### src/rtl/alu_simd_accum_ctrl.sv
// Sequencer for the 45-bit SIMD ALU slice. It streams N operand pairs into
// the ALU, feeds the accumulator back on Y, registers each ALU sum, and
// presents the final sum with sticky per-lane carry flags on a
// valid/ready output port.
module alu_simd_accum_ctrl #(
    parameter int CNT_W  = 8,
    parameter int DATA_W = 45
) (
    input  logic              clk,
    input  logic              reset,
    input  logic              start,
    input  logic [1:0]        cfg_mode,
    input  logic [CNT_W-1:0]  cfg_len,
    input  logic              cfg_cin,
    output logic              busy,
    input  logic              in_valid,
    output logic              in_ready,
    input  logic [DATA_W-1:0] in_w,
    input  logic [DATA_W-1:0] in_x,
    output logic [1:0]        alu_use_simd,
    output logic [DATA_W-1:0] alu_w,
    output logic [DATA_W-1:0] alu_x,
    output logic [DATA_W-1:0] alu_y,
    output logic              alu_cin,
    output logic [7:0]        alu_carry_in,
    input  logic [DATA_W-1:0] alu_s,
    input  logic [7:0]        alu_carry_out,
    output logic              out_valid,
    input  logic              out_ready,
    output logic [DATA_W-1:0] out_data,
    output logic [7:0]        out_carry
);

    typedef enum logic [1:0] {
        IDLE   = 2'b00,
        ACCUM  = 2'b01,
        OUTPUT = 2'b10
    } state_t;

    state_t             state;
    logic [1:0]         mode_q;
    logic [CNT_W-1:0]   len_q;
    logic [CNT_W-1:0]   cnt;
    logic               cin_q;
    logic [DATA_W-1:0]  acc;
    logic [7:0]         carry_q;
    logic               busy_reg;
    logic               in_ready_reg;
    logic               out_valid_reg;

    // Mode 11 is not a distinct ALU mode; it behaves as sum_4x4.
    logic [1:0] mode_mapped;
    assign mode_mapped = (cfg_mode == 2'b11) ? 2'b10 : cfg_mode;

    // Compare against len_q - 1 rather than cnt + 1 so that a full-scale
    // length never needs cnt to wrap before the last term is recognised.
    logic last_term;
    assign last_term = (cnt == (len_q - CNT_W'(1)));

    logic accept;
    assign accept = in_valid && in_ready_reg;

    // Transaction FSM with registered handshake/status outputs.
    always_ff @(posedge clk or posedge reset) begin
        if (reset) begin
            state         <= IDLE;
            mode_q        <= 2'b00;
            len_q         <= '0;
            cnt           <= '0;
            cin_q         <= 1'b0;
            acc           <= '0;
            carry_q       <= '0;
            busy_reg      <= 1'b0;
            in_ready_reg  <= 1'b0;
            out_valid_reg <= 1'b0;
        end else begin
            case (state)
                IDLE: begin
                    if (start) begin
                        mode_q   <= mode_mapped;
                        len_q    <= cfg_len;
                        cin_q    <= cfg_cin;
                        cnt      <= '0;
                        acc      <= '0;
                        carry_q  <= '0;
                        busy_reg <= 1'b1;
                        if (cfg_len != '0) begin
                            state        <= ACCUM;
                            in_ready_reg <= 1'b1;
                        end else begin
                            state         <= OUTPUT;
                            out_valid_reg <= 1'b1;
                        end
                    end
                end
                ACCUM: begin
                    if (accept) begin
                        acc     <= alu_s;
                        carry_q <= carry_q | alu_carry_out;
                        cnt     <= cnt + CNT_W'(1);
                        if (last_term) begin
                            state         <= OUTPUT;
                            in_ready_reg  <= 1'b0;
                            out_valid_reg <= 1'b1;
                        end
                    end
                end
                OUTPUT: begin
                    // acc and carry_q are left alone so the last result
                    // remains observable until the next start.
                    if (out_ready) begin
                        state         <= IDLE;
                        out_valid_reg <= 1'b0;
                        busy_reg      <= 1'b0;
                    end
                end
                default: begin
                    state         <= IDLE;
                    busy_reg      <= 1'b0;
                    in_ready_reg  <= 1'b0;
                    out_valid_reg <= 1'b0;
                end
            endcase
        end
    end

    // ALU drive: operands pass straight through while accepting terms; the
    // ALU is combinational so its sum is captured on the handshake edge.
    always_comb begin
        alu_use_simd = busy_reg ? mode_q : 2'b00;
        alu_w        = in_ready_reg ? in_w : '0;
        alu_x        = in_ready_reg ? in_x : '0;
        alu_y        = acc;
        alu_cin      = (in_ready_reg && (cnt == '0)) ? cin_q : 1'b0;
        alu_carry_in = 8'h00;
    end

    // Status and result ports.
    always_comb begin
        busy      = busy_reg;
        in_ready  = in_ready_reg;
        out_valid = out_valid_reg;
        out_data  = acc;
        out_carry = carry_q;
    end

endmodule

### config.mk
export PLATFORM = sky130hd
export DESIGN_NAME = alu_simd_accum_ctrl
export DESIGN_NICKNAME = d
export VERILOG_FILES = /design/src/rtl/alu_simd_accum_ctrl.sv
export SDC_FILE = /design/constraint.sdc
export NUM_CORES = 1
export LEC_CHECK = 0
export CAP_MARGIN = 20
export CORE_AREA = 5 5 139 141
export CTS_BUF_LIST = sky130_fd_sc_hd__clkbuf_16
export DETAILED_ROUTE_END_ITERATION = 8
export DIE_AREA = 0 0 144 146
export PLACE_DENSITY = 0.65
export SETUP_SLACK_MARGIN = 0.4
export SYNTH_ARGS = -nofsm -noshare
export SYNTH_HDL_FRONTEND = slang
export SYNTH_SLANG_ARGS = --single-unit
export TNS_END_PERCENT = 100
### constraint.sdc
create_clock -name clk -period 3.4 [get_ports clk]
set_clock_uncertainty 0.05 [all_clocks]
set_input_delay 0.51 -clock clk [delete_from_list [all_inputs] [get_ports clk]]
set_output_delay 0.51 -clock clk [all_outputs]
set_load 0.005 [all_outputs]
==> flow_metrics.env, run 1 <==
export IMPL_status="complete, no violations"
export IMPL_intPower_mw=3.89
export IMPL_syn_avg_cell_area_um2=9.30
export IMPL_routed_wl_um=16500
export IMPL_worst_path_max_fanout=4
export IMPL_path_delay_family="buffers and inverters"
export IMPL_post_dp_hpwl_um=13300
export IMPL_n_antenna_cell=0
export IMPL_clock_path_buffers=2
export IMPL_initial_utilization_pct=24.0
export IMPL_hold_path_class="reg2reg"
export IMPL_gr_total_overflow=0
export IMPL_grt_pass1_wl_um=24500
export IMPL_yosysUniqueCellTypes=42
export IMPL_drtAntennaViolNets=0
export IMPL_synth_cells=461
export IMPL_vias=4236
export IMPL_synth_cell_area_um2=4290
export IMPL_final_cells=990
export IMPL_leakagePower_nw=3.24
export IMPL_cpPeakStageDelay_ps=610
export IMPL_synth_fa_ha_area_share_pct=0.875
export IMPL_grt_usage_pct=15.1
export IMPL_rr_startpoint="len_q[0]"
export IMPL_irDropWorstVdd_mv=0.349
export IMPL_cts_tree="done"
export IMPL_synth_compound_area_share_pct=11.6
export IMPL_grt_pass1_vias=4268
export IMPL_final_setup_tns_ps=0
export IMPL_place_inst=974
export IMPL_reg2reg_depth=8
export IMPL_critPathLaunch="cnt[0]"
export IMPL_path_buf_inv=2
export IMPL_grt_max_degree=68
export IMPL_synthMuxAreaShare_pct=2.10
export IMPL_hold_viol=0
export IMPL_endpoint="alu_cin"
export IMPL_io_pins=361
export IMPL_swShare_pct=33.8
export IMPL_final_util_pct=44.7
export IMPL_dr_pass1_iters=4
export IMPL_critPathCaptureType="primary output"
export IMPL_port_buffers=352
export IMPL_switchingPower_mw=1.99
export IMPL_largest_reg_flops=45
export IMPL_place_gp_congestion=0.842
export IMPL_post_cts_setup_buffers=0
export IMPL_ys_seq_area_share_pct=44.9
export IMPL_clock_fmax_mhz=361
export IMPL_cts_buffers_inserted=9
export IMPL_die_h_um=146
export IMPL_r2r_slack_ps=990
export IMPL_crit_chain="inv_1 -> ha_1 -> nand4bb_1 -> nor4_1 -> clkdlybuf4s50_1"
export IMPL_synth_top_family_by_area="simple AND/OR/NAND/NOR gates"
export IMPL_drv_slew=0
export IMPL_worstSkewPairLatency_ps=340
export IMPL_core_area_um2=17800
export IMPL_path_clk_slew_ps=70
export IMPL_cts_hold_buffers=0
export IMPL_routedWlPerCell_um=16.7
export IMPL_nNetsFinal=918
export IMPL_drc=0
export IMPL_synthTopCellsByArea="dfrtp_1 45%, and2_1 13%, buf_4 9.8%, nand2_1 4.8%, a22o_1 4.7%"
export IMPL_routed_via_density=4.28
export IMPL_num_rows=49
export IMPL_dieArea_um2=21000
export IMPL_synthToLayoutAreaGrowth_pct=86.0
export IMPL_cap_violations=0
export IMPL_crit_slowest_cell="clkdlybuf4s50_1"
export IMPL_p_per_area_nw_per_um2=736
export IMPL_clockPowerShare_pct=15.8
export IMPL_clock_tree_root_cell="clkbuf_16"
export IMPL_die_x_um=144
export IMPL_crit_type="reg2out"
export IMPL_drt_iter0_markers=123
export IMPL_synth_simple_gate_area_share_pct=24.1
export IMPL_reg2reg_to="in_ready"
export IMPL_finalCritPeriodShare_pct=81.5
export IMPL_fin_crit_ps=2770
export IMPL_cp_start_kind="flip-flop"
export IMPL_yosysWarningCount=0
export IMPL_synth_top_cell_area_share_pct=44.9
export IMPL_antenna_found_initial=0
export IMPL_htreeDepth=3
export IMPL_cts_sinks=77
export IMPL_cp_depth=5
export IMPL_rsz0062_at_grt="false"
export IMPL_tightest_slew_ps=772
export IMPL_yosysTopAreaCell="dfrtp_1"
export IMPL_cts_resized=0
export IMPL_yosys_register_bits=77
export IMPL_required_ps=2840
export IMPL_drive_gt1_share_pct=4.99
export IMPL_cp_arrival_ps=2210
export IMPL_slew_headroom_pct=48.5
export IMPL_setup_violations=0
export IMPL_synth_xor_area_share_pct=3.27
export IMPL_seq_power_share_pct=29.7
export IMPL_power_frac_comb_pct=54.4
cells by family after synthesis:
| kind of cell | count (synthesis) |
|---|---|
| AOI/OAI and AO/OA | 76 |
| xor gates and xnor gates | 16 |
| adders and majority gates | 3 |
| other | 1 |
| muxes | 8 |
| and+or+nand+nor | 189 |
| buffers and inverters | 91 |
| DFF | 77 |
cell usage after synthesis (all sizes together):
master / count
o21a: 1
nor4bb: 1
nor2b: 2
a22o: 23
or3: 2
xor2: 8
conb: 1
or4: 2
and2: 92
inv: 8
a31o: 1
nand4: 3
mux2: 8
nand3: 2
a21o: 2
buf: 60
nor4: 2
nand4bb: 1
a32oi: 1
nand3b: 1
nor3: 2
and2b: 1
a2111oi: 1
xnor2: 8
a21oi: 10
nand2: 55
o21ai: 32
or2: 1
clkbuf: 23
o211ai: 1
ha: 3
nor4b: 1
o22ai: 1
dfrtp: 77
nor2: 16
a311o: 1
o2111ai: 1
nor3b: 3
and3: 2
a31oi: 1
routing by layer:
layer | vias to the layer above | share of wire, % | GRT usage [%]
met5 | - | 0 | 0
met4 | 0 | 1.2 | 4.05
met3 | 11 | 11 | 5.82
met2 | 220 | 50 | 26.0
met1 | 1954 | 38 | 17.5
li1 | 2051 | - | -
metrics by stage:
stage / total power, mW / worst slack, ps / hold slack, ps / area [µm²]
2_1_floorplan: 3.18 / 873 / 423 / 4320
3_3_place_gp: 4.99 / 944 / 422 / 7690
3_5_place_dp: 5.02 / 975 / 440 / 7690
4_1_cts: 6.00 / 592 / 456 / 7980
5_1_grt: 6.33 / 472 / 478 / 7980
6_report: 5.87 / 629 / 449 / 7980
worst register-to-register path: stages (launching register included):
cell and delay [ps]:
dfrtp_1 410, inv_1 90, ha_1 260, nor3b_1 260, xnor2_1 150, nand2_1 70
a2111oi_0 380, o211ai_1 230, a311o_1 390
power groups by stage:
stage               sequential, mW  clock (mW)  combinational (mW)
detailed placement            1.77           0                3.24
finish                        1.75       0.931                3.20
global placement              1.77           0                3.23
floorplan                     1.66           0                1.52
global route                  1.82        1.01                3.49
CTS                           1.76       0.976                3.27
worst min path at each step:
| stage | end | slack (ps) | from | cells after the start |
|---|---|---|---|---|
| finish | out_carry[4] | 450 | out_carry[4] | 2 |
| global route | out_carry[2] | 480 | out_carry[2] | 2 |
| CTS | out_carry[6] | 460 | out_carry[6] | 2 |
| detailed placement | out_carry[6] | 440 | out_carry[6] | 2 |
| global placement | out_carry[2] | 420 | out_carry[2] | 2 |
| floorplan | mode_q[1] | 420 | mode_q[1] | 1 |
layout by cell type (no fill, tap or decap), drive strengths merged, types with 2 or more instances in the layout:
master	n
nor2	16
nand2	55
clkdlybuf4s50	352
dfrtp	77
buf	8
a21oi	10
clkinv	3
o21ai	32
xor2	8
nand3	2
clkinvlp	2
clkbuf	9
or4	2
nor3b	3
a21o	2
nor4	2
and2	92
nor3	2
or3	2
xnor2	8
conb	8
mux2	8
nor2b	2
nand4	3
a22o	23
inv	10
and3	2
ha	3
final cells by class:
class                   instances  area [µm²]
repair buffers                360        3600
clock buffers                   9         225
flip-flops and latches         77        1930
fillers                      1750        9860
multi-input cells             300        1840
clock inverters                 7        66.3
inverters                       8        31.3
well taps                     229         287
No activity file was read; power rests on OpenSTA's default activity.
==> inputs of run 2 (changes only) <==
CORE_AREA = 5 5 137 139   (was 5 5 139 141)
DIE_AREA = 0 0 142 144   (was 0 0 144 146)
PLACE_DENSITY = 0.69   (was 0.65)
clock period = 2.5 ns   (was 3.4 ns; I/O delays follow)
==> flow_metrics.env, run 2 (synthesis results as in run 1) <==
export IMPL_status="complete, no violations"
export IMPL_fin_crit_ps=2040
export IMPL_cp_arrival_ps=1610
export IMPL_multi_input_area_um2=1930
export IMPL_cts_buffers_inserted=9
export IMPL_drtAntennaViolNets=0
export IMPL_final_cells=1006
export IMPL_postPlaceCellArea_um2=7750
export IMPL_largest_reg_flops=45
export IMPL_area_sequential_um2=1930
export IMPL_cap_violations=0
export IMPL_mostFrequentLayoutCells="269 x clkdlybuf4s50_1, 92 x and2_1, 78 x dlygate4sd2_1, 74 x dfrtp_1, 55 x nand2_1"
export IMPL_worstSkewPairLatency_ps=330
export IMPL_clock_tree_root_cell="clkbuf_16"
export IMPL_drt_iter0_markers=180
export IMPL_grt_max_degree=68
export IMPL_die_x_um=142
export IMPL_grt_usage_pct=15.7
export IMPL_antenna_found_initial=1
export IMPL_nNetsFinal=933
export IMPL_hold_path_class="in2async"
export IMPL_finalCritPeriodShare_pct=81.6
export IMPL_num_rows=49
export IMPL_place_gp_congestion=0.833
export IMPL_vias=4323
export IMPL_crit_slowest_cell="dfrtp_4"
export IMPL_gr_total_overflow=0
export IMPL_synthToLayoutAreaGrowth_pct=90.9
export IMPL_num_fill_cells=1737
export IMPL_place_inst=977
export IMPL_drv_slew=0
export IMPL_worst_path_max_fanout=32
export IMPL_rsz0062_at_grt="true"
export IMPL_final_util_pct=46.7
export IMPL_io_pins=361
export IMPL_routed_via_density=4.30
export IMPL_routed_wl_um=16800
export IMPL_drc=0
export IMPL_cts_sinks=77
export IMPL_cpPeakStageDelay_ps=520
export IMPL_cts_hold_buffers=0
export IMPL_die_h_um=144
export IMPL_drive_gt1_share_pct=8.51
export IMPL_final_common_cell="clkdlybuf4s50_1"
export IMPL_critPathCaptureType="primary output"
export IMPL_crit_type="reg2out"
export IMPL_dieArea_um2=20400
export IMPL_cts_tree="done"
export IMPL_cp_start_kind="flip-flop"
export IMPL_grt_pass1_vias=4378
export IMPL_leakagePower_nw=3.52
export IMPL_p_per_area_nw_per_um2=1010
export IMPL_initial_utilization_pct=24.5
export IMPL_grt_pass1_wl_um=24700
export IMPL_final_setup_tns_ps=0
export IMPL_dr_pass1_iters=4
export IMPL_total_power_mw=8.29
export IMPL_routedWlPerCell_um=16.7
export IMPL_path_delay_family="buffers and inverters"
export IMPL_fin_area_um2=8190
export IMPL_path_buf_inv=3
export IMPL_path_clk_slew_ps=70
export IMPL_irDropWorstVdd_mv=0.441
export IMPL_core_area_um2=17500
export IMPL_clock_path_buffers=2
export IMPL_crit_chain="buf_12 -> buf_16 -> clkdlybuf4s50_1"
export IMPL_htreeDepth=3
export IMPL_setup_violations=0
export IMPL_port_buffers=352
export IMPL_clock_fmax_mhz=490
export IMPL_post_dp_hpwl_um=13200
export IMPL_required_ps=2080
export IMPL_hold_viol=0
[run 2: cell count changes in the layout (fill, tap and decap cells not counted), moves of 2 or more]
cell	previous run	this run
buf_16	0	2
dlygate4sd2_1	0	78
buf_4	7	16
inv_1	7	5
dlymetal6s2s_1	0	4
clkdlybuf4s50_1	352	269
inv_2	0	2
dfrtp_1	76	74
buf_12	1	4
nor4_1	2	0
[run 2: metal layers]
layer | part of all wire, % | track usage, %
met1 | 40 | 18.6
met2 | 49 | 26.8
met3 | 11 | 5.89
met4 | 1.2 | 4.39
met5 | 0 | 0
[run 2: metrics by stage]
stage                     hold slack (ps)  setup slack, ps
after floorplan                       423              414
after global placement                422              276
after detailed placement              438              199
after CTS                             338              350
after global routing                  357              346
final                                 342              461
[run 2: cell type report]
type / instances / area share, %
antenna: 1 / 0.0306
clock buffer: 9 / 2.75
clock inverter: 7 / 0.978
inverter: 8 / 0.413
multi-input combinational: 300 / 23.6
sequential: 77 / 23.6
tap: 229 / 3.50
timing repair buffer: 375 / 45.2
[run 2: where the power goes]
| part | leakage [nW] | internal [mW] | switching [mW] |
|---|---|---|---|
| clock | 0.149 | 0.789 | 0.561 |
| combinational | 2.45 | 2.85 | 1.73 |
| sequential | 0.921 | 1.81 | 0.545 |
| total | 3.52 | 5.45 | 2.84 |
[run 2: worst register-to-register path: stages, from the launching register on]
cell and delay [ps]:
dfrtp_1 370, inv_2 70, ha_4 260, xor2_1 160, o2111ai_1 170, a2111oi_4 300
o211ai_1 170, buf_4 180, a21o_1 170
[run 2: path summary, 6_finish.rpt]
kind / slack [ps] / startpoint / endpoint / depth (start not counted)
worst max-delay path: 460 / in_ready / in_ready / 3
worst min-delay path: 340 / reset / out_carry[0] / 2
worst max register to register: 510 / len_q[0] / state[0] / 8
worst min register to register: 450 / out_carry[7] / out_carry[7] / 2
max in group asynchronous: 1480 / reset / in_ready / 3
min in group clk: 450 / out_carry[7] / out_carry[7] / 2
[run 2: what timing repair did]
item	4_1_cts	5_1_grt
pin swaps	2	3
endpoints found under the setup margin	87	14
cloned	2	0
resized for setup	89	14
buffers inserted	9	1
endpoints found under the hold margin	0	0
